### src/rtl/gate_envelope_ctrl.sv
// Noise gate envelope controller: hysteresis FSM (closed/attack/open/hold/release)
// producing a 0..256 gain that is applied to the sample stream with one cycle latency.
module gate_envelope_ctrl #(
  parameter int unsigned HOLD_SAMPLES = 480,
  parameter int unsigned RAMP_STEP    = 16
) (
  input  logic               i_clk,
  input  logic               i_rst,
  input  logic               i_valid,
  input  logic               i_enable,
  input  logic [2:0]         i_level,
  input  logic signed [15:0] i_data,
  output logic signed [15:0] o_data,
  output logic               o_valid,
  output logic [2:0]         o_state,
  output logic [8:0]         o_gain
);

  typedef enum logic [2:0] {
    CLOSED  = 3'd0,
    ATTACK  = 3'd1,
    OPEN    = 3'd2,
    HOLD    = 3'd3,
    RELEASE = 3'd4
  } state_e;

  localparam int unsigned CW        = $clog2(HOLD_SAMPLES + 1);
  localparam logic [9:0]  STEP      = 10'(RAMP_STEP);
  localparam logic [9:0]  UNITY     = 10'd256;
  localparam logic [CW-1:0] HOLD_LAST = CW'(HOLD_SAMPLES);

  state_e              state_q, state_d;
  logic [8:0]          gain_q, gain_d;
  logic [CW-1:0]       hold_q, hold_d;
  logic signed [15:0]  data_q, data_d;
  logic                valid_q, valid_d;

  logic [14:0]         t_open;
  logic [14:0]         t_close;
  logic [15:0]         mag;
  logic                loud_open, loud_close;
  logic [9:0]          gain_sum;
  logic [8:0]          gain_up, gain_dn, gain_first;
  logic signed [24:0]  prod;

  always_comb begin
    case (i_level)
      3'd0:    t_open = 15'd0;
      3'd1:    t_open = 15'd300;
      3'd2:    t_open = 15'd600;
      3'd3:    t_open = 15'd1200;
      3'd4:    t_open = 15'd2400;
      3'd5:    t_open = 15'd4000;
      3'd6:    t_open = 15'd8000;
      default: t_open = 15'd15000;
    endcase
    t_close = t_open >> 1;

    // -32768 has no positive twin in 16 bits, so it clamps to 32767
    if (i_data == 16'sh8000)  mag = 16'h7fff;
    else if (i_data[15])      mag = 16'(-i_data);
    else                      mag = i_data;
    loud_open  = (mag >= {1'b0, t_open});
    loud_close = (mag >= {1'b0, t_close});

    gain_sum   = {1'b0, gain_q} + STEP;
    gain_up    = (gain_sum >= UNITY) ? 9'd256 : gain_sum[8:0];
    gain_dn    = ({1'b0, gain_q} > STEP) ? 9'({1'b0, gain_q} - STEP) : 9'd0;
    gain_first = (STEP >= UNITY) ? 9'd256 : STEP[8:0];
  end

  always_comb begin
    state_d = state_q;
    gain_d  = gain_q;
    hold_d  = hold_q;
    data_d  = data_q;
    valid_d = i_valid;
    prod    = '0;

    if (i_valid) begin
      if (!i_enable) begin
        state_d = OPEN;
        gain_d  = 9'd256;
        hold_d  = '0;
      end else begin
        case (state_q)
          CLOSED: begin
            if (loud_open) begin
              gain_d  = gain_first;
              state_d = (gain_first == 9'd256) ? OPEN : ATTACK;
            end
          end
          ATTACK: begin
            gain_d  = gain_up;
            state_d = (gain_up == 9'd256) ? OPEN : ATTACK;
          end
          OPEN: begin
            gain_d = 9'd256;
            if (!loud_close) begin
              hold_d  = CW'(1);
              state_d = (HOLD_SAMPLES == 1) ? RELEASE : HOLD;
            end
          end
          HOLD: begin
            gain_d = 9'd256;
            if (loud_close) begin
              hold_d  = '0;
              state_d = OPEN;
            end else begin
              hold_d = hold_q + CW'(1);
              if (hold_d == HOLD_LAST) state_d = RELEASE;
            end
          end
          RELEASE: begin
            if (loud_open) begin
              gain_d  = gain_up;
              state_d = (gain_up == 9'd256) ? OPEN : ATTACK;
            end else begin
              gain_d  = gain_dn;
              state_d = (gain_dn == 9'd0) ? CLOSED : RELEASE;
            end
          end
          default: begin
            gain_d  = '0;
            hold_d  = '0;
            state_d = CLOSED;
          end
        endcase
      end
      // Gain is applied to the same sample that produced it
      prod   = i_data * $signed({1'b0, gain_d});
      data_d = 16'(prod >>> 8);
    end
  end

  always_ff @(posedge i_clk or posedge i_rst) begin
    if (i_rst) begin
      state_q <= CLOSED;
      gain_q  <= '0;
      hold_q  <= '0;
      data_q  <= '0;
      valid_q <= 1'b0;
    end else begin
      state_q <= state_d;
      gain_q  <= gain_d;
      hold_q  <= hold_d;
      data_q  <= data_d;
      valid_q <= valid_d;
    end
  end

  assign o_data  = data_q;
  assign o_valid = valid_q;
  assign o_state = state_q;
  assign o_gain  = gain_q;

endmodule

### config.mk
export PLATFORM = sky130hd
export DESIGN_NAME = gate_envelope_ctrl
export DESIGN_NICKNAME = d
export VERILOG_FILES = /design/src/rtl/gate_envelope_ctrl.sv
export SDC_FILE = /design/constraint.sdc
export NUM_CORES = 1
export LEC_CHECK = 0
export CORE_MARGIN = 4
export CORE_UTILIZATION = 40
export DETAILED_ROUTE_END_ITERATION = 8
export GPL_ROUTABILITY_DRIVEN = 0
export PLACE_DENSITY = 0.54
export SKIP_LAST_GASP = 1
export SYNTH_ARGS = -nofsm -noshare
export SYNTH_HDL_FRONTEND = slang
export SYNTH_SLANG_ARGS = --single-unit
### constraint.sdc
create_clock -name i_clk -period 9.9 [get_ports i_clk]
set_clock_uncertainty 0.1 [all_clocks]
set_input_delay 1.485 -clock i_clk [delete_from_list [all_inputs] [get_ports i_clk]]
set_output_delay 1.485 -clock i_clk [all_outputs]
set_load 0.05 [all_outputs]
==> results.tsv <==
metric	value	unit
maxCapViolations	0	
tightest_slew	0.958	ns
synth.most_common_cell	inv_1	
nNetsFinal	1387	
synthFlopType	dfrtp_1	
slowest_stage	fa_1	
hp-class	flop to flop	
fillerInstances	2014	
p_comb_share	44.4	%
fin_crit_sh	97.7	%
r2r-end	o_data[6]	
grt_usage	21.4	%
cts_num_sinks	38	
hpwl	19700	um
grt_max_degree	42	
worst-r2r-setup-slack	2.46	ns
syn-num-nets	1218	
p_leak	0.00537	uW
die_y	153	um
synth_area_leaders	fa_1 (27%), ha_1 (12%), dfrtp_1 (11%)	
synth_area	8400	sq um
yosysUniqueCellTypes	68	
io_pins	52	
area_growth	29.5	%
place_inst	1417	
slew_headroom	36.1	%
dpl_worst_slack	-0.637	ns
reg2reg_from	o_state[2]	
drt_iter0_markers	227	
route.detailed.drc	0	
die_x	153	um
cts_inserted_buffers	5	
p_seq_share	29.1	%
layout-drive-gt1-share	22.1	%
fp.dieArea	23400	sq um
ys_seq_area_share	11.3	%
viasPerCell	5.21	
drtPass1Iterations	6	
vias	7507	
cts_tree	built	
arrival	9.75	ns
hold_violations	0	
power.share.switching	39.6	%
start_util	41.1	%
cts_root_buffer	clkbuf_16	
syn_inst	1002	
worst-path-max-fanout	7	
cts.reportedPaths.clkPinSlew	0.06	ns
finalCriticalPeriod	9.67	ns
worstSetupStartpointType	input pin	
critPathCaptureType	flop	
synth_common_cells	inv_1 (155), nand2_1 (123), fa_1 (114)	
htreeDepth	2	
setup_viol	0	
setup-tns-final	0	ns
layout.cells.non_filler	1441	
drtAntennaViolNets	0	
power_switching	245	uW
min-delay-start	o_data[9]	
status	completed	
core	20400	sq um
insertion_delay	0.29	ns
n_antenna_cell	0	
seq_area	951	sq um
grt_first_pass_wirelength	40700	um
synth_top_area_share	27.2	%
crit_path_frequent_cell	fa_1	
internal_power	374	uW
worstPathRequired	9.97	ns
max_freq	0.103	GHz
synth-seq-cells	38	
power_per_cell_area	56.9	nW/um^2
multi_input_area	7100	sq um
yosys_warnings	0	
synth_edf_count	0	
pwr-share-clk	26.5	%
setup_ws	0.228	ns
std_cell_rows	52	
antenna_found_initial	0	
drt_wl_total	24800	um
whs	0.397	ns
ir_drop	64.3	uV
critPathKind	input pin to flop	
drv_slew	0	
wl_per_cell	17.2	um
holdPathStages	2	
yosysTopAreaCell	fa_1	
slowest_delay	0.51	ns
worst-r2r-cell-count	28	
synthArstFlopShare	100	%
grt_pass1_vias	7853	
grt_overflow	0	
avgSynthCellArea	8.39	sq um
whs_endpoint	o_data[9]	
clk_path_buf_depth	2	
portBuffers	51	
logic make-up (layout without fill, tap and decap cells):
| family | count (synthesis) | count (layout) | synth area share [%] |
|---|---|---|---|
| adder cells (fa/ha/maj) | 193 | 193 | 38.9 |
| buffers and inverters | 204 | 373 | 9.16 |
| AO/OA/AOI/OAI | 171 | 171 | 13.3 |
| XOR/XNOR | 39 | 39 | 4.07 |
| multiplexers | 22 | 22 | 2.80 |
| AND/OR/NAND/NOR | 335 | 335 | 20.4 |
| flip-flops | 38 | 38 | 11.3 |
layout by cell type (no fill, tap or decap), drive strengths merged, types with 8 or more instances in the layout:
master         Yosys  final
inv              155    154
o21a               8      8
mux2              12     12
nor3              16     16
a21o              12     12
mux2i             10     10
fa               114    114
and3               8      8
clkdlybuf4s50      0     42
nand4             14     14
a21oi             45     45
nor2              33     33
nand3             24     24
ha                79     79
a31oi             10     10
nor4               9      9
xnor2             20     20
buf                2    160
and2              64     64
nand2            124    124
xor2              19     19
nor2b             14     14
o21ai             39     39
dfrtp             38     38
worst max path at each step:
stage          startpoint         end  slack (ns)  depth (start not counted)
2_1_floorplan   i_data[0]   o_data[8]       0.007                         38
3_3_place_gp    i_data[0]  o_data[15]       -0.59                         39
3_5_place_dp    i_data[0]  o_data[15]       -0.64                         37
4_1_cts         i_data[6]   o_data[6]       -0.20                         35
5_1_grt         i_data[1]   o_data[6]       -0.13                         39
6_report        i_data[1]   o_data[6]        0.23                         37
worst max-delay path: cells and delay by family:
family / cells / cell delay (ns)
mux: 1 / 0.26
xor+xnor: 1 / 0.15
simple gates: 8 / 1.68
compound gates: 8 / 1.85
buf+inv: 11 / 1.20
fa+ha+maj: 8 / 3.06
area by class of cell:
class,instances,area share [%]
Clock inverter,2,0.0920
Multi-Input combinational cell,760,65.3
Clock buffer,5,1.15
Sequential cell,38,8.74
Inverter,157,5.46
Timing Repair Buffer,209,16.2
Tap cell,270,3.11
metal layers:
layer	global-route usage, %	wire (um)	vias to the layer above
li1	-	-	3639
met1	28.4	11000	3671
met2	36.3	12000	166
met3	3.17	1180	31
met4	6.11	616	0
met5	0	0	-
state kept, by name, summed over array words and instances (netlist names):
register and count:
hold_q 9, o_data 16, o_gain 9, o_state 3, o_valid 1
power by group through the flow:
| stage | Sequential, uW | Combinational [uW] | Clock [uW] |
|---|---|---|---|
| after floorplan | 208 | 137 | 0 |
| after global routing | 182 | 301 | 174 |
| after global placement | 183 | 262 | 0 |
| after CTS | 180 | 267 | 169 |
| after detailed placement | 183 | 263 | 0 |
| final | 180 | 275 | 164 |
metrics by stage:
stage	area [sq um]	util (%)	power (uW)
after floorplan	8500	-	345
after global placement	10200	50.1	446
after detailed placement	10200	50.1	446
after CTS	10500	51.5	617
after global routing	10900	53.2	658
final	10900	53.2	618
repair_timing:
action / CTS / global route
gates cloned: 1 / 0
setup endpoints to repair: 10 / 14
hold buffers: 0 / 0
hold endpoints to repair: 0 / 0
pin swaps: 21 / 59
gates resized for setup: 20 / 84
buffers inserted: 6 / 12
Power figures use the tool's default switching activity.
